<file path="src/rtl/sram22_arb_pkg.sv">
// sram22_arb_pkg: shared widths and port indices for the SRAM22 dual-port arbiter
package sram22_arb_pkg;
   localparam int DEF_DATA_WIDTH  = 32;
   localparam int DEF_ADDR_WIDTH  = 10;
   localparam int DEF_WMASK_WIDTH = DEF_DATA_WIDTH / 8;
   localparam logic PORT_A = 1'b0;
   localparam logic PORT_B = 1'b1;
endpackage

</file>
<file path="src/rtl/sram22_rsp_slot.sv">
// sram22_rsp_slot: one-entry read-response buffer with in-flight tracking
module sram22_rsp_slot
   import sram22_arb_pkg::*;
#(
   parameter int DATA_WIDTH = DEF_DATA_WIDTH
) (
   input  logic                  clk,
   input  logic                  rst,
   input  logic                  issue,
   input  logic [DATA_WIDTH-1:0] sram_dout,
   input  logic                  rsp_ready,
   output logic                  rsp_valid,
   output logic [DATA_WIDTH-1:0] rsp_data,
   output logic                  can_issue
);
   logic pend;
   // a new read may go out only if its data will find the slot free
   assign can_issue = !pend && (!rsp_valid || rsp_ready);
   always_ff @(posedge clk) begin
      if (rst) begin
         pend      <= 1'b0;
         rsp_valid <= 1'b0;
         rsp_data  <= '0;
      end else begin
         pend <= issue;
         if (pend) begin
            rsp_valid <= 1'b1;
            rsp_data  <= sram_dout;
         end else if (rsp_ready) begin
            rsp_valid <= 1'b0;
         end
      end
   end
endmodule

</file>
<file path="src/rtl/sram22_dual_port_arbiter.sv">
// sram22_dual_port_arbiter: round-robin two-requester front end for a single-port SRAM22 macro
module sram22_dual_port_arbiter
   import sram22_arb_pkg::*;
#(
   parameter int DATA_WIDTH  = DEF_DATA_WIDTH,
   parameter int ADDR_WIDTH  = DEF_ADDR_WIDTH,
   parameter int WMASK_WIDTH = DEF_WMASK_WIDTH
) (
   input  logic                   clk,
   input  logic                   rst,
   input  logic                   a_req_valid,
   output logic                   a_req_ready,
   input  logic                   a_req_we,
   input  logic [WMASK_WIDTH-1:0] a_req_wmask,
   input  logic [ADDR_WIDTH-1:0]  a_req_addr,
   input  logic [DATA_WIDTH-1:0]  a_req_din,
   output logic                   a_rsp_valid,
   input  logic                   a_rsp_ready,
   output logic [DATA_WIDTH-1:0]  a_rsp_data,
   input  logic                   b_req_valid,
   output logic                   b_req_ready,
   input  logic                   b_req_we,
   input  logic [WMASK_WIDTH-1:0] b_req_wmask,
   input  logic [ADDR_WIDTH-1:0]  b_req_addr,
   input  logic [DATA_WIDTH-1:0]  b_req_din,
   output logic                   b_rsp_valid,
   input  logic                   b_rsp_ready,
   output logic [DATA_WIDTH-1:0]  b_rsp_data,
   output logic                   sram_we,
   output logic [WMASK_WIDTH-1:0] sram_wmask,
   output logic [ADDR_WIDTH-1:0]  sram_addr,
   output logic [DATA_WIDTH-1:0]  sram_din,
   input  logic [DATA_WIDTH-1:0]  sram_dout
);
   logic prio;
   logic a_can_issue, b_can_issue;
   logic elig_a, elig_b, grant_a, grant_b;
   assign elig_a      = a_req_valid && (a_req_we || a_can_issue);
   assign elig_b      = b_req_valid && (b_req_we || b_can_issue);
   assign grant_a     = elig_a && (!elig_b || prio == PORT_A);
   assign grant_b     = elig_b && (!elig_a || prio == PORT_B);
   assign a_req_ready = grant_a;
   assign b_req_ready = grant_b;
   // idle cycles present a harmless read of word 0
   assign sram_we    = grant_a ? a_req_we : grant_b && b_req_we;
   assign sram_wmask = (grant_a && a_req_we) ? a_req_wmask : (grant_b && b_req_we) ? b_req_wmask : '0;
   assign sram_addr  = grant_a ? a_req_addr : grant_b ? b_req_addr : '0;
   assign sram_din   = grant_a ? a_req_din : grant_b ? b_req_din : '0;
   always_ff @(posedge clk) begin
      if (rst) prio <= PORT_A;
      else if (grant_a) prio <= PORT_B;
      else if (grant_b) prio <= PORT_A;
   end
   sram22_rsp_slot #(.DATA_WIDTH(DATA_WIDTH)) u_slot_a (
      .clk       (clk),
      .rst       (rst),
      .issue     (grant_a && !a_req_we),
      .sram_dout (sram_dout),
      .rsp_ready (a_rsp_ready),
      .rsp_valid (a_rsp_valid),
      .rsp_data  (a_rsp_data),
      .can_issue (a_can_issue)
   );
   sram22_rsp_slot #(.DATA_WIDTH(DATA_WIDTH)) u_slot_b (
      .clk       (clk),
      .rst       (rst),
      .issue     (grant_b && !b_req_we),
      .sram_dout (sram_dout),
      .rsp_ready (b_rsp_ready),
      .rsp_valid (b_rsp_valid),
      .rsp_data  (b_rsp_data),
      .can_issue (b_can_issue)
   );
endmodule

</file>
<file path="config.mk">
export PLATFORM = sky130hd
export DESIGN_NAME = sram22_dual_port_arbiter
export DESIGN_NICKNAME = d
export VERILOG_FILES = /design/src/rtl/sram22_arb_pkg.sv /design/src/rtl/sram22_rsp_slot.sv /design/src/rtl/sram22_dual_port_arbiter.sv
export SDC_FILE = /design/constraint.sdc
export NUM_CORES = 1
export LEC_CHECK = 0
export ABC_AREA = 1
export BUFFER_PORTS_ARGS = -buffer_cell sky130_fd_sc_hd__buf_2
export CORE_MARGIN = 5
export CORE_UTILIZATION = 43
export DETAILED_ROUTE_END_ITERATION = 8
export PLACE_DENSITY = 0.9
export SYNTH_ARGS = -nofsm -noshare
export SYNTH_HDL_FRONTEND = slang
export SYNTH_SLANG_ARGS = --single-unit
</file>
<file path="constraint.sdc">
create_clock -name clk -period 1.8 [get_ports clk]
set_input_delay 0.09 -clock clk [delete_from_list [all_inputs] [get_ports clk]]
set_output_delay 0.09 -clock clk [all_outputs]
set_load 0.05 [all_outputs]
</file>
==> impl_metrics.ini, run 1 <==
[detailed_routing]
drt_iter0_drc = 311
vias = 4297
drc_errors = 0
drt.antenna.violating_nets = 0
vias_per_cell = 5.13
wl_mm = 13.6
first_pass_iters = 7
wl_per_cell_um = 16.2

[hold_path]
hold_class = input port to register

[floorplan]
core_region_area_sq_um = 7180
start_util = 0.436
io_pins = 247
die_y_um = 95.3
dieArea_sq_um = 9090
die_w_um = 95.3
num_rows = 31

[power_and_ir_drop]
ir_worst_vdd_mv = 0.756
power_leakage_nw = 2.95
p_sw_frac = 0.357
seq_power_share = 0.348
intPower_w = 0.00304
p_comb_frac = 0.329
p_sw_w = 0.00168
power_frac_clock = 0.323
p_per_area_nw_per_um2 = 900

[layout]
diodes = 0
syn2layout_area_growth_pct = 67.6
nets = 867
final_util = 0.732
fillers = 548
multi_input_area_sq_um = 1560
drive_above_1_share = 0.394
final_area_sq_um = 5250
seq_area_sq_um = 1380

[placement]
placed_area_sq_um = 4410
port_buffers = 246
hpwlAfterDp_mm = 8.93
gp_congestion = 0.819

[global_route]
grt_max_degree = 65
grt_pass1_vias = 4126
grt_use_total = 0.275
grt_pass1_wl_mm = 19.6
antenna_found_initial = 0
gr-total-overflow = 0

[synth]
synthTopCellsByArea = dfxtp_1 (44%), nor2_1 (16%), nand2_1 (11%), o21ai_0 (10%), nand3_1 (6.9%)
synth_cell_types = 21
synth_cells = 464
ys_ff_latch = 69
netlist.area_leader.share = 0.441
synth_area_sq_um = 3130
yosysMostFrequentCell = nor2_1
ys_seq_area_frac = 0.441
synthArstFlopShare = 0
ys.flop_type = dfxtp_1
synth_nets = 596
syn_area_per_cell_sq_um = 6.75
synth-edff-count = 0
synth_top_area_cell = dfxtp_1
ys_top_cells_by_count = nor2_1 (131), nand2_1 (93), dfxtp_1 (69)
ys_warn_count = 0

[sta]
rsz0062_at_grt = true
fin_worst_skew_ns = 0.00924
finalCritPeriodShare = 0.986
setup_viol = 0
hold_violations = 0
drv_slew = 0
fin_crit_ns = 1.77
timing.slew.headroom = 0.656
worst_pin_slew_ns = 0.516
max_freq_mhz = 564

[worst_setup_path]
r2r_setup_slack_ns = 0.59
crit_buf_inv = 2
slowest_stage = dfxtp_1
worst_path_largest_cell_delay_ns = 0.32
crit_arrival_ns = 1.68
crit_fanout = 22
cp-start-kind = register
crit_required_ns = 1.71
worst-setup-path-type = register to output pin
path_cells = nand2_2 -> nand2_2 -> a21oi_4 -> nand2_8 -> clkinv_8 -> nand2_1 -> nand2_1 -> buf_4
crit_path_end_kind = output pin
critPathTopFamily = simple AND/OR/NAND/NOR gates

[cts]
cts_buffers = 9
clockRootBuffer = clkbuf_8
cts_tree = built
htreeDepth = 3
cts_sinks = 69
clk_path_buf_depth = 2
worst_skew_pair.late_latency_ns = 0.34
path_clk_slew_ns = 0.07

[status]
status = finished clean

[job]
cap_violations = 0
[repair_timing]
item,CTS,global route
buffers inserted,0,2
endpoints found under the hold margin,51,0
pin swaps,0,2
setup endpoints to repair,48,49
hold buffers,33,0
cloned,1,2
resized for setup,50,23
[power by group through the flow]
stage / registers (W) / clock network (W) / logic, W
CTS: 0.00164 / 0.00156 / 0.00148
global placement: 0.00167 / 0 / 0.00133
floorplan: 0.00192 / 0 / 0.000693
global route: 0.00165 / 0.00163 / 0.00164
finish: 0.00164 / 0.00152 / 0.00156
detailed placement: 0.00167 / 0 / 0.00135
[routing by layer]
layer | global-route usage | part of all wire
met3 | 0.0829 | 0.10
met5 | 0 | 0
met2 | 0.473 | 0.50
met1 | 0.318 | 0.37
met4 | 0.111 | 0.027
[cells by family (layout without fill, tap and decap cells)]
family                 count (synthesis)  after routing  synth area share
DFF                                   69             69             0.441
buffers and inverters                 44            319            0.0699
and+or+nand+nor                      283            283             0.372
AOI/OAI and AO/OA                     68             68             0.117
[area by class of cell]
type,instances,share of cell area
Timing Repair inverter,2,0.00477
Clock buffer,10,0.0262
Multi-Input combinational cell,351,0.297
Tap cell,99,0.0236
Sequential cell,69,0.263
Inverter,12,0.0110
Timing Repair Buffer,290,0.353
Clock inverter,5,0.0203
[per-stage QoR]
stage / instances / hold slack, ns / setup WS [ns] / power, W / TNS [ns]
2_1_floorplan: 464 / 0.154 / 0.0355 / 0.00262 / 0
3_3_place_gp: 785 / 0.329 / 0.266 / 0.00300 / 0
3_5_place_dp: 785 / 0.329 / 0.169 / 0.00302 / 0
4_1_cts: 834 / 0.00174 / 0.00530 / 0.00468 / 0
5_1_grt: 838 / 0.0320 / -0.0712 / 0.00491 / -1.32
6_report: 838 / 0.0208 / 0.0260 / 0.00472 / 0
[worst reg2reg max path: stages, from the launching register on]
cell and delay (ns):
dfxtp_1 0.32, nand2_2 0.08, nand2_2 0.07, a21oi_4 0.25, nand2_8 0.14, buf_6 0.15
nor3_1 0.11
[final timing paths]
path	from	to	cells after the start
setup reg to reg	u_slot_b.rsp_valid	u_slot_b.pend	6
hold reg to reg	u_slot_b.rsp_valid	u_slot_b.rsp_valid	2
setup / recovery	u_slot_b.rsp_valid	sram_din[7]	8
hold / removal	sram_dout[12]	u_slot_a.rsp_data[12]	3
[state kept, by name (all words and copies together), names as in the netlist]
signal and count:
u_slot_a.rsp_data 32, u_slot_b.rsp_data 32, prio 1, u_slot_a.pend 1, u_slot_a.rsp_valid 1, u_slot_b.pend 1
u_slot_b.rsp_valid 1
[cell usage in the layout (no fill, tap or decap), types with 3 or more instances in the layout]
| cell | instances |
|---|---|
| buf_12 | 3 |
| buf_2 | 197 |
| buf_4 | 46 |
| buf_6 | 9 |
| bufinv_16 | 3 |
| clkbuf_8 | 10 |
| dfxtp_1 | 68 |
| dlygate4sd3_1 | 33 |
| inv_1 | 7 |
| inv_2 | 4 |
| nand2_1 | 91 |
| nand2_2 | 4 |
| nand3_1 | 43 |
| nand4_1 | 8 |
| nor2_1 | 131 |
| o21ai_0 | 64 |
Note: power is estimated with default switching activity, not from simulation.
==> inputs of run 2 (changes only) <==
CORE_UTILIZATION = 36   (was 43)
PLACE_DENSITY = 0.8   (was 0.9)
clock period = 1.5 ns   (was 1.8 ns; I/O delays follow)
==> run 2 against run 1 <==
Compared with the run above: the flow now finishes with violations (negative setup slack); non-clock buffer count rose by 20; clock skew is 0.0022 ns higher; flip-flop and latch count is the same.
==> impl_metrics.ini, run 2 (synthesis gave the netlist of run 1 again) <==
[power_and_ir_drop]
seq_power_share = 0.318
p_comb_frac = 0.400
p_sw_w = 0.00236
p_per_area_nw_per_um2 = 972
p_sw_frac = 0.381
ir_worst_vdd_mv = 0.717
power_leakage_nw = 3.38
intPower_w = 0.00383
power_frac_clock = 0.283

[sta]
drv_slew = 0
setup_tns_ns = -12.92
max_freq_mhz = 529
finalCritPeriodShare = 1.26
worst_pin_slew_ns = 0.404
fin_crit_ns = 1.89
holdWs_ns = 0.0608
timing.slew.headroom = 0.730
rsz0062_at_grt = true
setup_ws_ns = -0.391
fin_worst_skew_ns = 0.0114
setup_viol = 49
hold_violations = 0

[layout]
largestRegisters = u_slot_a.rsp_data x32, u_slot_b.rsp_data x32
final_cell_mix = buf_2 (197), nor2_1 (131), dfxtp_1 (66)
diodes = 0
layout_commonest_cell = buf_2
fillers = 568
syn2layout_area_growth_pct = 104
nets = 886
drive_above_1_share = 0.539
final_util = 0.742

[global_route]
grt_use_total = 0.268
antenna_found_initial = 0
grt_max_degree = 43
grt_pass1_wl_mm = 22.1
gr-total-overflow = 0
grt_pass1_vias = 4340

[placement]
port_buffers = 246
hpwlAfterDp_mm = 9.18
gp_congestion = 0.799

[status]
status = complete, but fails checks
violations = negative setup slack

[worst_setup_path]
crit_top_cell = nand2_4
reg2reg_depth = 8
r2r_setup_slack_ns = 0.09
critPathTopFamily = simple AND/OR/NAND/NOR gates
worst-setup-path-type = register to output pin
path_cells = nand2_4 -> nand2_4 -> a21boi_4 -> buf_12 -> buf_6 -> nand3_2 -> nand2_4 -> buf_8
crit_arrival_ns = 1.82
crit_fanout = 7
crit_path_end_kind = output pin
worstReg2RegStart = u_slot_a.rsp_valid
cp-start-kind = register
slowest_stage = dfxtp_4
worst_path_largest_cell_delay_ns = 0.36
crit_buf_inv = 3
crit_required_ns = 1.42
timing.rr.end = u_slot_a.pend

[detailed_routing]
drc_errors = 0
vias = 4612
drt.antenna.violating_nets = 0
first_pass_iters = 5
wl_per_cell_um = 20.5
vias_per_cell = 5.32
wl_mm = 17.8
drt_iter0_drc = 308

[cts]
clk_path_buf_depth = 2
cts_tree = built
clockRootBuffer = clkbuf_8
cts_buffers = 9
htreeDepth = 3
path_clk_slew_ns = 0.08
cts_sinks = 69
worst_skew_pair.late_latency_ns = 0.34

[floorplan]
start_util = 0.364
io_pins = 247
die_w_um = 103
num_rows = 34
core_region_area_sq_um = 8590
die_y_um = 103
dieArea_sq_um = 10700

[hold_path]
hold_end = u_slot_a.pend
hold_class = input port to register
min_from = a_req_we
min_path_cells = 2

[job]
cap_violations = 0
-- run 2: worst register-to-register path, delay by kind of cell (launching register included) --
family / cells / cell delay (ns)
and+or+nand+nor: 4 / 0.34
DFF: 1 / 0.36
buffers and inverters: 3 / 0.46
AOI/OAI and AO/OA: 1 / 0.18
-- run 2: worst max-delay path by stage --
stage                        from           end  cells past startpoint
4_1_cts        u_slot_b.rsp_valid   sram_din[9]                      9
3_5_place_dp   u_slot_b.rsp_valid  sram_din[19]                      9
6_report       u_slot_a.rsp_valid  sram_din[29]                      8
5_1_grt        u_slot_b.rsp_valid  sram_din[29]                      8
2_1_floorplan  u_slot_b.rsp_valid  sram_addr[0]                      7
3_3_place_gp   u_slot_a.rsp_valid  sram_din[23]                      7
-- run 2: what timing repair did --
action	4_1_cts	5_1_grt
gates cloned	3	7
hold buffers	35	0
endpoints found under the setup margin	49	49
gates resized for setup	166	82
buffers inserted	3	1
hold endpoints to repair	68	0
pin swaps	1	23
-- run 2: power groups by stage --
stage / Clock [W] / Combinational, W / Sequential, W
after floorplan: 0 / 0.000894 / 0.00231
after CTS: 0.00178 / 0.00218 / 0.00197
after detailed placement: 0 / 0.00174 / 0.00201
after global routing: 0.00186 / 0.00256 / 0.00198
after global placement: 0 / 0.00171 / 0.00200
final: 0.00175 / 0.00248 / 0.00197
-- run 2: layout make-up --
type	instances	area, sq um	share of cell area
clock inverters	6	93.8	0.0147
clock buffers	10	138	0.0216
well taps	108	135	0.0212
repair inverters	1	11.3	0.00177
multi-input cells	351	2070	0.325
inverters	12	57.6	0.00903
flip-flops and latches	69	1390	0.218
repair buffers	310	2480	0.389
-- run 2: layer usage --
| layer | part of all wire | wire (um) | global-route usage | vias up |
|---|---|---|---|---|
| met4 | 0.046 | 814 | 0.131 | 0 |
| met3 | 0.092 | 1640 | 0.0744 | 75 |
| met2 | 0.51 | 9130 | 0.452 | 295 |
| met5 | 0 | 0 | 0 | - |
| met1 | 0.35 | 6180 | 0.314 | 2162 |
| li1 | - | - | - | 2080 |
-- run 2: through the flow --
stage	power, W	std cells	setup slack (ns)	cell area (sq um)
final	0.00620	867	-0.391	6380
after floorplan	0.00320	464	0.0110	3280
after global placement	0.00371	803	0.0656	4670
after detailed placement	0.00374	803	0.0127	4670
after CTS	0.00593	860	-0.223	5900
after global routing	0.00640	867	-0.441	6380
